===== config.mk =====
export PLATFORM = sky130hd
export DESIGN_NAME = pulse_window_gen
export DESIGN_NICKNAME = d
export VERILOG_FILES = /design/src/rtl/pulse_window_gen_pkg.sv /design/src/rtl/pulse_window_gen_posedge_detector.sv /design/src/rtl/pulse_window_gen.sv
export SDC_FILE = /design/constraint.sdc
export NUM_CORES = 1
export LEC_CHECK = 0
export ABC_AREA = 1
export CAP_MARGIN = 20
export CORE_MARGIN = 2
export CORE_UTILIZATION = 60
export CTS_CLUSTER_SIZE = 30
export DETAILED_ROUTE_END_ITERATION = 7
export GPL_ROUTABILITY_DRIVEN = 0
export GPL_TIMING_DRIVEN = 0
export PLACE_DENSITY = 0.94
export SYNTH_ARGS = -nofsm -noshare
export SYNTH_HDL_FRONTEND = slang
export SYNTH_SLANG_ARGS = --single-unit

===== constraint.sdc =====
create_clock -name clk -period 3.6 [get_ports clk]
set_input_delay 0.36 -clock clk [delete_from_list [all_inputs] [get_ports clk]]
set_output_delay 0.36 -clock clk [all_outputs]
set_load 0.01 [all_outputs]

===== src/rtl/pulse_window_gen_pkg.sv =====
// Shared definitions for pulse_window_gen: FSM state encoding and default widths.
package pulse_window_gen_pkg;

    typedef enum logic [2:0] {
        IDLE   = 3'd0,
        ARMED  = 3'd1,
        DELAY  = 3'd2,
        WINDOW = 3'd3,
        DONE   = 3'd4
    } state_e;

    localparam int DEF_CNT_W = 16;
    localparam int DEF_DLY_W = 16;
    localparam int DEF_WIN_W = 16;

endpackage : pulse_window_gen_pkg


===== src/rtl/pulse_window_gen_posedge_detector.sv =====
// Registered rising-edge detector: pulse_out is high for one cycle, one cycle after signal_in rises.
module Posedge_detector (
    input  logic clk,
    input  logic rst,
    input  logic signal_in,
    output logic pulse_out
);

    logic prev_q;
    logic pulse_q;

    // NOTE: sequential state uses non-blocking assignments so every flop samples pre-edge values.
    always_ff @(posedge clk) begin
        if (rst) begin
            prev_q  <= 1'b0;
            pulse_q <= 1'b0;
        end else begin
            prev_q  <= signal_in;
            pulse_q <= signal_in & ~prev_q;
        end
    end

    assign pulse_out = pulse_q;

endmodule : Posedge_detector


===== src/rtl/pulse_window_gen.sv =====
// Per-pulse sample-window generator: delay after each trigger edge, then a data_valid_o window.
// Optional TRIG_SYNC_EN macro adds a 2-flop synchronizer on trigger_i (+2 cycles latency).
module pulse_window_gen
    import pulse_window_gen_pkg::*;
#(
    parameter int CNT_W = DEF_CNT_W,
    parameter int DLY_W = DEF_DLY_W,
    parameter int WIN_W = DEF_WIN_W
) (
    input  logic             clk,
    input  logic             rst,
    input  logic             trigger_i,
    input  logic             Capture_En,
    input  logic [CNT_W-1:0] Pulse_Num,
    input  logic [DLY_W-1:0] Trig_Delay,
    input  logic [WIN_W-1:0] Win_Len,
    output logic             data_valid_o,
    output logic [CNT_W-1:0] Pulse_index,
    output logic             busy,
    output logic             capture_done,
    output logic             trig_miss
);

    logic trig_src;
    logic trig_edge;
    logic cap_edge;

`ifdef TRIG_SYNC_EN
    logic [1:0] sync_q;

    always_ff @(posedge clk) begin
        if (rst) begin
            sync_q <= 2'b00;
        end else begin
            sync_q <= {sync_q[0], trigger_i};
        end
    end

    assign trig_src = sync_q[1];
`else
    assign trig_src = trigger_i;
`endif

    Posedge_detector u_trig_edge (
        .clk       (clk),
        .rst       (rst),
        .signal_in (trig_src),
        .pulse_out (trig_edge)
    );

    Posedge_detector u_cap_edge (
        .clk       (clk),
        .rst       (rst),
        .signal_in (Capture_En),
        .pulse_out (cap_edge)
    );

    state_e           state_q, state_d;
    logic [CNT_W-1:0] num_q, num_d;
    logic [DLY_W-1:0] dly_q, dly_d;
    logic [WIN_W-1:0] win_q, win_d;
    logic [DLY_W-1:0] dcnt_q, dcnt_d;
    logic [WIN_W-1:0] wcnt_q, wcnt_d;
    logic [CNT_W-1:0] pidx_q, pidx_d;
    logic             miss_q, miss_d;
    logic [CNT_W-1:0] pidx_inc;

    assign pidx_inc = pidx_q + CNT_W'(1);

    // NOTE: every variable gets its default before the case so no path infers a latch.
    always_comb begin
        state_d = state_q;
        num_d   = num_q;
        dly_d   = dly_q;
        win_d   = win_q;
        dcnt_d  = dcnt_q;
        wcnt_d  = wcnt_q;
        pidx_d  = pidx_q;
        miss_d  = trig_edge && (state_q == DELAY || state_q == WINDOW);

        if (!Capture_En) begin
            state_d = IDLE;
            pidx_d  = '0;
        end else begin
            unique case (state_q)
                IDLE: begin
                    if (cap_edge) begin
                        num_d   = Pulse_Num;
                        dly_d   = Trig_Delay;
                        win_d   = (Win_Len == '0) ? WIN_W'(1) : Win_Len;
                        pidx_d  = '0;
                        state_d = (Pulse_Num == '0) ? DONE : ARMED;
                    end
                end
                ARMED: begin
                    if (trig_edge) begin
                        if (dly_q == '0) begin
                            wcnt_d  = win_q;
                            state_d = WINDOW;
                        end else begin
                            dcnt_d  = dly_q;
                            state_d = DELAY;
                        end
                    end
                end
                DELAY: begin
                    if (dcnt_q == DLY_W'(1)) begin
                        wcnt_d  = win_q;
                        state_d = WINDOW;
                    end else begin
                        dcnt_d = dcnt_q - DLY_W'(1);
                    end
                end
                WINDOW: begin
                    if (wcnt_q == WIN_W'(1)) begin
                        pidx_d  = pidx_inc;
                        state_d = (pidx_inc == num_q) ? DONE : ARMED;
                    end else begin
                        wcnt_d = wcnt_q - WIN_W'(1);
                    end
                end
                DONE: begin
                    state_d = DONE;
                end
                default: begin
                    state_d = IDLE;
                end
            endcase
        end
    end

    always_ff @(posedge clk) begin
        if (rst) begin
            state_q <= IDLE;
            num_q   <= '0;
            dly_q   <= '0;
            win_q   <= '0;
            dcnt_q  <= '0;
            wcnt_q  <= '0;
            pidx_q  <= '0;
            miss_q  <= 1'b0;
        end else begin
            state_q <= state_d;
            num_q   <= num_d;
            dly_q   <= dly_d;
            win_q   <= win_d;
            dcnt_q  <= dcnt_d;
            wcnt_q  <= wcnt_d;
            pidx_q  <= pidx_d;
            miss_q  <= miss_d;
        end
    end

    assign data_valid_o = (state_q == WINDOW);
    assign busy         = (state_q == ARMED) || (state_q == DELAY) || (state_q == WINDOW);
    assign capture_done = (state_q == DONE);
    assign Pulse_index  = pidx_q;
    assign trig_miss    = miss_q;

endmodule : pulse_window_gen

==> flow_summary.html, run 1 <==
<table>
<tr><th>Metric</th><th>Value</th></tr>
<tr><th colspan="2">Run status</th></tr>
<tr><td>Run status</td><td>finished, final reports clean</td></tr>
<tr><th colspan="2">Critical path</th></tr>
<tr><td>Critical path endpoint category</td><td>output port</td></tr>
<tr><td>Startpoint type of the worst setup path</td><td>flip-flop</td></tr>
<tr><td>Cell chain of the critical path</td><td>inv_1 -&gt; nor2_1 -&gt; inv_2 -&gt; nor2_2 -&gt; clkbuf_1 -&gt; clkdlybuf4s50_1</td></tr>
<tr><td>Required time of the critical path</td><td>about 3.2 ns</td></tr>
<tr><td>Startpoint of the most critical setup path</td><td>state_q[1]</td></tr>
<tr><td>Crit path DAT</td><td>2.39 ns</td></tr>
<tr><td>Largest incremental delay on the critical path</td><td>around 0.63 ns</td></tr>
<tr><td>Source of the worst register-to-register timing path</td><td>Pulse_index[0]</td></tr>
<tr><td>Category of the critical setup timing path</td><td>flip-flop to output port</td></tr>
<tr><td>Cell with the biggest individual delay on the critical path</td><td>clkdlybuf4s50_1</td></tr>
<tr><td>Family with the most delay on the worst path</td><td>buffers and inverters</td></tr>
<tr><td>Maximum fanout along the worst path</td><td>10</td></tr>
<tr><td>Buffers &amp; Inverters on Critical Path</td><td>4</td></tr>
<tr><th colspan="2">Clocking</th></tr>
<tr><td>Clock tree from TritonCTS</td><td>done</td></tr>
<tr><td>Buffer count from post-CTS setup fixing</td><td>0</td></tr>
<tr><td>Number of sinks handled by clock tree synthesis</td><td>between 100 and 150</td></tr>
<tr><td>Buffer type at the clock tree root</td><td>clkbuf_8</td></tr>
<tr><td>Quantity of hold-fixing buffers added after cts</td><td>0</td></tr>
<tr><td>Count of H-tree levels built during CTS</td><td>3</td></tr>
<tr><td>Cts bufs inserted</td><td>9</td></tr>
<tr><td>Clock buffer depth</td><td>2</td></tr>
<tr><td>Clock input transition at the sequential cells of the worst setup and hold paths</td><td>around 0.09 ns</td></tr>
<tr><td>Number of gates given a new drive strength after cts</td><td>0</td></tr>
<tr><td>Clock network latency to the later pin of the worst-skew pair</td><td>0.38 ns</td></tr>
<tr><th colspan="2">Logic synthesis</th></tr>
<tr><td>Post-Synthesis Net Count</td><td>868</td></tr>
<tr><td>Number of enable-type register cells in the synthesized netlist</td><td>0</td></tr>
<tr><td>Synthesized instance count</td><td>~800</td></tr>
<tr><td>Mean post-synth cell area</td><td>about 6.7 sq um</td></tr>
<tr><td>Proportion of synthesized chip area in sequential cells</td><td>a little under two fifths</td></tr>
<tr><td>Async set or reset register ratio after synthesis</td><td>0%</td></tr>
<tr><td>Cell area after synthesis</td><td>5436 sq um</td></tr>
<tr><td>Flip-flop cell with the highest count after synthesis</td><td>dfxtp_1</td></tr>
<tr><td>Number of warning messages in the yosys log</td><td>0</td></tr>
<tr><td>Number of storage elements in the synthesis netlist</td><td>about 100</td></tr>
<tr><td>Count of distinct cell types in the synthesized netlist</td><td>38</td></tr>
<tr><th colspan="2">Power and ir drop</th></tr>
<tr><td>Peak ir drop on the vdd network</td><td>215.7 uV</td></tr>
<tr><td>Leakage Power</td><td>~2.5 nW</td></tr>
<tr><td>Power per cell area</td><td>around 360 nW/um^2</td></tr>
<tr><th colspan="2">Detailed routing</th></tr>
<tr><td>Total DRC errors in the routed layout</td><td>0</td></tr>
<tr><td>Routed wire length</td><td>14,280 microns</td></tr>
<tr><td>Total vias in the final route</td><td>between 5,000 and 6,000</td></tr>
<tr><td>Post-DR vias/cell</td><td>approximately 5.6</td></tr>
<tr><td>Routed length per instance</td><td>14.21 microns</td></tr>
<tr><td>DR pass1 iterations</td><td>5</td></tr>
<tr><td>Detailed router's first-iteration violation count</td><td>between 400 and 500</td></tr>
<tr><td>Remaining number of nets flagged by the antenna check after routing</td><td>0</td></tr>
<tr><th colspan="2">Final layout</th></tr>
<tr><td>Number of antenna diodes</td><td>0</td></tr>
<tr><td>Commonest non-fill, non-tap cell in the layout</td><td>nand2_1</td></tr>
<tr><td>Area used by sequential logic in the layout</td><td>2082 sq um</td></tr>
<tr><td>Area of the multi-input gates</td><td>between 2000 and 3000 sq um</td></tr>
<tr><td>Final Util</td><td>approximately three quarters</td></tr>
<tr><td>Fraction of layout cells with a size suffix above 1</td><td>5.686%</td></tr>
<tr><td>Net total in the final layout</td><td>950</td></tr>
<tr><td>Area growth from synthesis to layout</td><td>19.40%</td></tr>
<tr><td>Number of filler cells placed in the layout</td><td>about 700</td></tr>
<tr><td>Most frequent cells in the layout</td><td>158 x nand2_1, 108 x nor2_1, 104 x dfxtp_1</td></tr>
<tr><th colspan="2">Timing</th></tr>
<tr><td>Transition time at the pin with the least slew margin</td><td>around 0.68 ns</td></tr>
<tr><td>Slew HR</td><td>54.79%</td></tr>
<tr><td>Max-slew violation count</td><td>0</td></tr>
<tr><td>Shortest clock period the worst path allows after layout</td><td>2.748 ns</td></tr>
<tr><td>Hold Violations, Final</td><td>0</td></tr>
<tr><td>Final period util</td><td>between 70% and 80%</td></tr>
<tr><td>Total Neg Setup Slack</td><td>0 ns</td></tr>
<tr><td>Number of failing setup endpoints in the final timing report</td><td>0</td></tr>
<tr><td>Final setup skew</td><td>roughly 0.014 ns</td></tr>
<tr><td>Worst setup margin</td><td>between 0.8 and 0.9 ns</td></tr>
<tr><td>Achievable clock frequency</td><td>about 360 MHz</td></tr>
<tr><td>Unrepaired setup endpoints after global routing</td><td>no</td></tr>
<tr><th colspan="2">Global route</th></tr>
<tr><td>Maximum number of pins on one net before global-route repair</td><td>17</td></tr>
<tr><td>Initial antenna violation count</td><td>0</td></tr>
<tr><td>Wire length of the first global-routing pass</td><td>23,650 microns</td></tr>
<tr><td>GRT overflow</td><td>0</td></tr>
<tr><td>Number of global-route vias before repair</td><td>around 5,200</td></tr>
<tr><td>GR Util All Layers</td><td>between 20% and 30%</td></tr>
<tr><th colspan="2">Worst hold path</th></tr>
<tr><td>Origin of the worst min-delay path</td><td>u_trig_edge.prev_q</td></tr>
<tr><td>Min-Delay Path Class</td><td>flip-flop to flip-flop</td></tr>
<tr><th colspan="2">Placement</th></tr>
<tr><td>Setup slack after placement</td><td>between 1 and 1.5 ns</td></tr>
<tr><td>Quantity of I/O buffers inserted on ports</td><td>slightly above 70</td></tr>
<tr><td>Total half-perimeter wirelength after legalization and detailed placement</td><td>around 10,000 microns</td></tr>
<tr><th colspan="2">Die</th></tr>
<tr><td>Core area</td><td>just under 9000 sq um</td></tr>
<tr><td>IO Count</td><td>72</td></tr>
<tr><td>Vert. Die Dim</td><td>99.19 microns</td></tr>
<tr><td>Initial core utilization</td><td>slightly above 60%</td></tr>
<tr><td>Number of placement rows</td><td>34</td></tr>
<tr><td>Die Span X</td><td>around 99 microns</td></tr>
<tr><td>Total Die Area</td><td>between 9000 and 10,000 sq um</td></tr>
<tr><th colspan="2">Job</th></tr>
<tr><td>Max-cap violation count</td><td>0</td></tr>
</table>
[state kept, by name, summed over array words and instances, names as in the netlist]
name                   cells
u_cap_edge.prev_q          1
dcnt_q                    16
u_trig_edge.pulse_out      1
dly_q                     16
wcnt_q                    16
u_cap_edge.pulse_out       1
trig_miss                  1
state_q                    3
win_q                     16
num_q                     16
u_trig_edge.prev_q         1
Pulse_index               16
[per-stage QoR]
stage,area (sq um),std cells,power [mW],hold WS (ns)
after floorplan,5436,811,1.435,0.3682
after global placement,6282,990,1.551,0.3733
after detailed placement,6282,990,1.561,0.3832
after CTS,6491,1005,2.334,0.3967
after global routing,6491,1005,2.434,0.4171
final,6491,1005,2.346,0.3939
[worst register-to-register path, delay by kind of cell, from the launching register on]
family | cells | cell delay, ns
AOI/OAI and AO/OA | 1 | 0.05
adders and majority gates | 1 | 0.26
DFF | 1 | 0.49
and+or+nand+nor | 12 | 1.27
[worst paths after layout]
check / to / slack, ns / depth (start not counted)
max: data_valid_o / 0.85 / 6
min: u_trig_edge.pulse_out / 0.39 / 1
max reg2reg: state_q[0] / 1.40 / 14
min reg2reg: u_trig_edge.pulse_out / 0.39 / 1
[area by class of cell]
class | instances | area share [%]
flip-flops and latches | 104 | 32.07
plain buffers | 31 | 2.140
clock buffers | 10 | 1.966
inverters | 97 | 5.609
clock inverters | 5 | 1.253
multi-input cells | 579 | 43.93
well taps | 108 | 2.082
repair buffers | 71 | 10.95
[report_power, final]
part | internal [mW] | switching (mW)
sequential | 1.19 | 0.0226
combinational | 0.138 | 0.197
clock | 0.390 | 0.412
total | 1.71 | 0.631
[logic make-up (layout without fill, tap and decap cells)]
group | Yosys count | in the layout | synth area share (%)
mux | 2 | 2 | 0.3683
flops | 104 | 104 | 38.30
simple gates | 355 | 355 | 28.24
fa+ha+maj | 5 | 5 | 1.151
buf+inv | 128 | 214 | 9.252
xor+xnor | 20 | 20 | 3.475
compound gates | 197 | 197 | 19.22
[cell usage after synthesis, drive strengths merged (6+ instances only)]
| master | n | share of area (%) |
|---|---|---|
| nand3 | 47 | 4.5 |
| a21oi | 83 | 7.6 |
| or2 | 6 | 0.74 |
| nor2 | 114 | 8.3 |
| nor4 | 6 | 0.97 |
| buf | 12 | 1.2 |
| dfxtp | 104 | 38 |
| nand4 | 13 | 1.5 |
| a31oi | 7 | 0.81 |
| nand2 | 158 | 11 |
| inv | 96 | 6.6 |
| o21ai | 91 | 8.4 |
| xor2 | 17 | 2.7 |
| nor3 | 7 | 0.74 |
| clkbuf | 19 | 1.3 |
| o211ai | 9 | 1.2 |
[per-layer routing]
metal	GRT usage (%)	vias up	routed length (microns)
met5	0	-	0
met4	12.12	0	395
met3	5.552	40	1138
met2	48.86	265	6729
met1	38.33	2517	6018
li1	-	2824	-
Power figures use the tool's default switching activity.
==> run 2: changes to the inputs <==
--- a/config.mk
+++ b/config.mk
@@ -8,12 +8,12 @@
 export ABC_AREA = 1
 export CAP_MARGIN = 20
 export CORE_MARGIN = 2
-export CORE_UTILIZATION = 60
+export CORE_UTILIZATION = 50
 export CTS_CLUSTER_SIZE = 30
 export DETAILED_ROUTE_END_ITERATION = 7
 export GPL_ROUTABILITY_DRIVEN = 0
 export GPL_TIMING_DRIVEN = 0
-export PLACE_DENSITY = 0.94
+export PLACE_DENSITY = 0.84
 export SYNTH_ARGS = -nofsm -noshare
 export SYNTH_HDL_FRONTEND = slang
 export SYNTH_SLANG_ARGS = --single-unit
==> constraint.sdc (replaced) <==
create_clock -name clk -period 2.4 [get_ports clk]
set_input_delay 0.24 -clock clk [delete_from_list [all_inputs] [get_ports clk]]
set_output_delay 0.24 -clock clk [all_outputs]
set_load 0.01 [all_outputs]
==> flow_summary.html, run 2 (synthesized netlist as in run 1, its figures left out) <==
<table>
<tr><th>Metric</th><th>Value</th></tr>
<tr><th colspan="2">Run status</th></tr>
<tr><td>Run status</td><td>finished, final reports clean</td></tr>
<tr><th colspan="2">Critical path</th></tr>
<tr><td>Maximum fanout along the worst path</td><td>10</td></tr>
<tr><td>Depth of the worst register-to-register path</td><td>9</td></tr>
<tr><td>Category of the critical setup timing path</td><td>flip-flop to output port</td></tr>
<tr><td>Cell with the biggest individual delay on the critical path</td><td>clkdlybuf4s50_1</td></tr>
<tr><td>Cell chain of the critical path</td><td>nor2_1 -&gt; inv_2 -&gt; nor2_4 -&gt; clkbuf_4 -&gt; clkdlybuf4s50_1</td></tr>
<tr><td>Required time of the critical path</td><td>about 2.2 ns</td></tr>
<tr><td>Largest incremental delay on the critical path</td><td>~0.56 ns</td></tr>
<tr><td>Startpoint type of the worst setup path</td><td>flip-flop</td></tr>
<tr><td>Critical path endpoint category</td><td>output port</td></tr>
<tr><td>Crit path DAT</td><td>roughly 2.0 ns</td></tr>
<tr><th colspan="2">Timing</th></tr>
<tr><td>Worst setup margin</td><td>between 0.15 and 0.2 ns</td></tr>
<tr><td>Final period util</td><td>slightly above 90%</td></tr>
<tr><td>Total Neg Setup Slack</td><td>0 ns</td></tr>
<tr><td>Final setup skew</td><td>0.01316 ns</td></tr>
<tr><td>Number of failing setup endpoints in the final timing report</td><td>0</td></tr>
<tr><td>Transition time at the pin with the least slew margin</td><td>~0.68 ns</td></tr>
<tr><td>Slew HR</td><td>about 55%</td></tr>
<tr><td>Hold Violations, Final</td><td>0</td></tr>
<tr><td>Unrepaired setup endpoints after global routing</td><td>no</td></tr>
<tr><td>Achievable clock frequency</td><td>about 450 MHz</td></tr>
<tr><td>Max-slew violation count</td><td>0</td></tr>
<tr><td>Shortest clock period the worst path allows after layout</td><td>between 2 and 2.5 ns</td></tr>
<tr><th colspan="2">Placement</th></tr>
<tr><td>Setup slack after placement</td><td>between 0.15 and 0.2 ns</td></tr>
<tr><td>Area after detailed placement</td><td>~6300 sq um</td></tr>
<tr><td>Total half-perimeter wirelength after legalization and detailed placement</td><td>10,560 microns</td></tr>
<tr><td>Quantity of I/O buffers inserted on ports</td><td>71</td></tr>
<tr><th colspan="2">Worst hold path</th></tr>
<tr><td>Min-Delay Path Class</td><td>flip-flop to flip-flop</td></tr>
<tr><td>Worst hold path cell count</td><td>1</td></tr>
<tr><th colspan="2">Power and ir drop</th></tr>
<tr><td>Power per cell area</td><td>about 500 nW/um^2</td></tr>
<tr><td>Leakage Power</td><td>2.493 nW</td></tr>
<tr><td>Clock network fraction of total power</td><td>30.9%</td></tr>
<tr><td>Total power</td><td>between 3 and 4 mW</td></tr>
<tr><td>Peak ir drop on the vdd network</td><td>around 330 uV</td></tr>
<tr><td>Proportion of power drawn by flip-flops and latches</td><td>around 54%</td></tr>
<tr><td>Switching Share</td><td>~28%</td></tr>
<tr><td>Share of total power in combinational logic</td><td>14.9%</td></tr>
<tr><td>Internal</td><td>2.398 mW</td></tr>
<tr><td>Total net switching power</td><td>~0.95 mW</td></tr>
<tr><th colspan="2">Die</th></tr>
<tr><td>Initial core utilization</td><td>between 50% and 60%</td></tr>
<tr><td>IO Count</td><td>72</td></tr>
<tr><td>Vert. Die Dim</td><td>108.3 microns</td></tr>
<tr><td>Core area</td><td>about 11,000 sq um</td></tr>
<tr><td>Total Die Area</td><td>~12,000 sq um</td></tr>
<tr><td>Number of placement rows</td><td>38</td></tr>
<tr><td>Die Span X</td><td>approximately 110 microns</td></tr>
<tr><th colspan="2">Global route</th></tr>
<tr><td>Maximum number of pins on one net before global-route repair</td><td>18</td></tr>
<tr><td>GR Util All Layers</td><td>approximately 26%</td></tr>
<tr><td>Initial antenna violation count</td><td>0</td></tr>
<tr><td>Number of global-route vias before repair</td><td>around 5,200</td></tr>
<tr><td>GRT overflow</td><td>0</td></tr>
<tr><td>Wire length of the first global-routing pass</td><td>23,960 microns</td></tr>
<tr><th colspan="2">Detailed routing</th></tr>
<tr><td>Post-DR vias/cell</td><td>5.335</td></tr>
<tr><td>Routed wire length</td><td>14,340 microns</td></tr>
<tr><td>Total DRC errors in the routed layout</td><td>0</td></tr>
<tr><td>Remaining number of nets flagged by the antenna check after routing</td><td>0</td></tr>
<tr><td>Post-Route M1 WL</td><td>6236 microns</td></tr>
<tr><td>Total vias in the final route</td><td>around 5,500</td></tr>
<tr><td>Routed length per instance</td><td>about 14 microns</td></tr>
<tr><td>Detailed router's first-iteration violation count</td><td>around 360</td></tr>
<tr><td>DR pass1 iterations</td><td>5</td></tr>
<tr><td>Routed wl met2</td><td>6494 microns</td></tr>
<tr><td>Routed met3 length</td><td>1232 microns</td></tr>
<tr><td>Uppermost layer routed</td><td>met4</td></tr>
<tr><th colspan="2">Final layout</th></tr>
<tr><td>Commonest non-fill, non-tap cell in the layout</td><td>nand2_1</td></tr>
<tr><td>Post-route design area</td><td>6513 sq um</td></tr>
<tr><td>Most frequent cells in the layout</td><td>158 x nand2_1, 108 x nor2_1, 103 x dfxtp_1</td></tr>
<tr><td>Fraction of layout cells with a size suffix above 1</td><td>6.125%</td></tr>
<tr><td>Number of antenna diodes</td><td>0</td></tr>
<tr><td>Net total in the final layout</td><td>950</td></tr>
<tr><td>Number of filler cells placed in the layout</td><td>~1,000</td></tr>
<tr><td>Area growth from synthesis to layout</td><td>19.79%</td></tr>
<tr><th colspan="2">Clocking</th></tr>
<tr><td>Clock tree from TritonCTS</td><td>done</td></tr>
<tr><td>Number of sinks handled by clock tree synthesis</td><td>about 100</td></tr>
<tr><td>Clock network latency to the later pin of the worst-skew pair</td><td>0.37 ns</td></tr>
<tr><td>Cts bufs inserted</td><td>9</td></tr>
<tr><td>Clock buffer depth</td><td>2</td></tr>
<tr><td>Count of H-tree levels built during CTS</td><td>3</td></tr>
<tr><td>Clock input transition at the sequential cells of the worst setup and hold paths</td><td>around 0.1 ns</td></tr>
<tr><td>Buffer type at the clock tree root</td><td>clkbuf_8</td></tr>
<tr><th colspan="2">Job</th></tr>
<tr><td>Max-cap violation count</td><td>0</td></tr>
</table>
[run 2: cell types whose count changed in the layout (fill, tap and decap cells not counted), sizes merged]
cell      change
inv           +1
clkinv        +1
clkinvlp      +1
bufinv        -2
[run 2: cell type report]
type | instances | area, sq um | area share [%]
clock inverter | 6 | 42.54 | 0.6532
inverter | 97 | 364.1 | 5.591
tap | 140 | 175.2 | 2.690
timing repair buffer | 71 | 710.7 | 10.91
buffer | 31 | 142.6 | 2.190
sequential | 104 | 2083 | 31.99
clock buffer | 10 | 137.6 | 2.113
multi-input combinational | 579 | 2856 | 43.86
[run 2: timing repair]
| action | CTS | global route |
|---|---|---|
| setup endpoints to repair | 1 | 2 |
| resized for setup | 2 | 3 |
| endpoints found under the hold margin | 0 | 0 |
| hold buffers | 0 | 0 |
| setup buffers | 0 | 0 |
[run 2: metal layers]
layer	track usage, %	vias to the layer above
met5	0	-
met4	10.81	0
met3	3.978	30
met2	41.96	228
met1	33.72	2457
li1	-	2823
[run 2: stage by stage]
| step | utilization [%] | hold slack [ns] | cells |
|---|---|---|---|
| 6_report | 60.61 | 0.3893 | 1038 |
| 5_1_grt | 60.61 | 0.3937 | 1038 |
| 2_1_floorplan | - | 0.3130 | 811 |
| 3_3_place_gp | 58.84 | 0.3686 | 1022 |
| 3_5_place_dp | 58.84 | 0.3770 | 1022 |
| 4_1_cts | 60.57 | 0.3920 | 1038 |
[run 2: final timing paths]
kind | from | endpoint | slack, ns
worst max-delay path | state_q[2] | data_valid_o | 0.16
worst min-delay path | u_cap_edge.prev_q | u_cap_edge.pulse_out | 0.39
worst max register to register | state_q[0] | dly_q[11] | 0.25
worst min register to register | u_cap_edge.prev_q | u_cap_edge.pulse_out | 0.39
[run 2: worst max-delay path, delay by kind of cell, from the launching register on]
| kind | cells | cell delay, ns |
|---|---|---|
| flip-flops | 1 | 0.37 |
| buffers and inverters | 3 | 0.91 |
| AND/OR/NAND/NOR | 2 | 0.35 |
[run 2: power by group through the flow]
| stage | logic, mW | clock network [mW] | registers [mW] |
|---|---|---|---|
| 2_1_floorplan | 0.308 | 0 | 1.84 |
| 3_3_place_gp | 0.481 | 0 | 1.85 |
| 3_5_place_dp | 0.488 | 0 | 1.85 |
| 4_1_cts | 0.495 | 1.04 | 1.81 |
| 5_1_grt | 0.563 | 1.11 | 1.82 |
| 6_report | 0.500 | 1.03 | 1.82 |
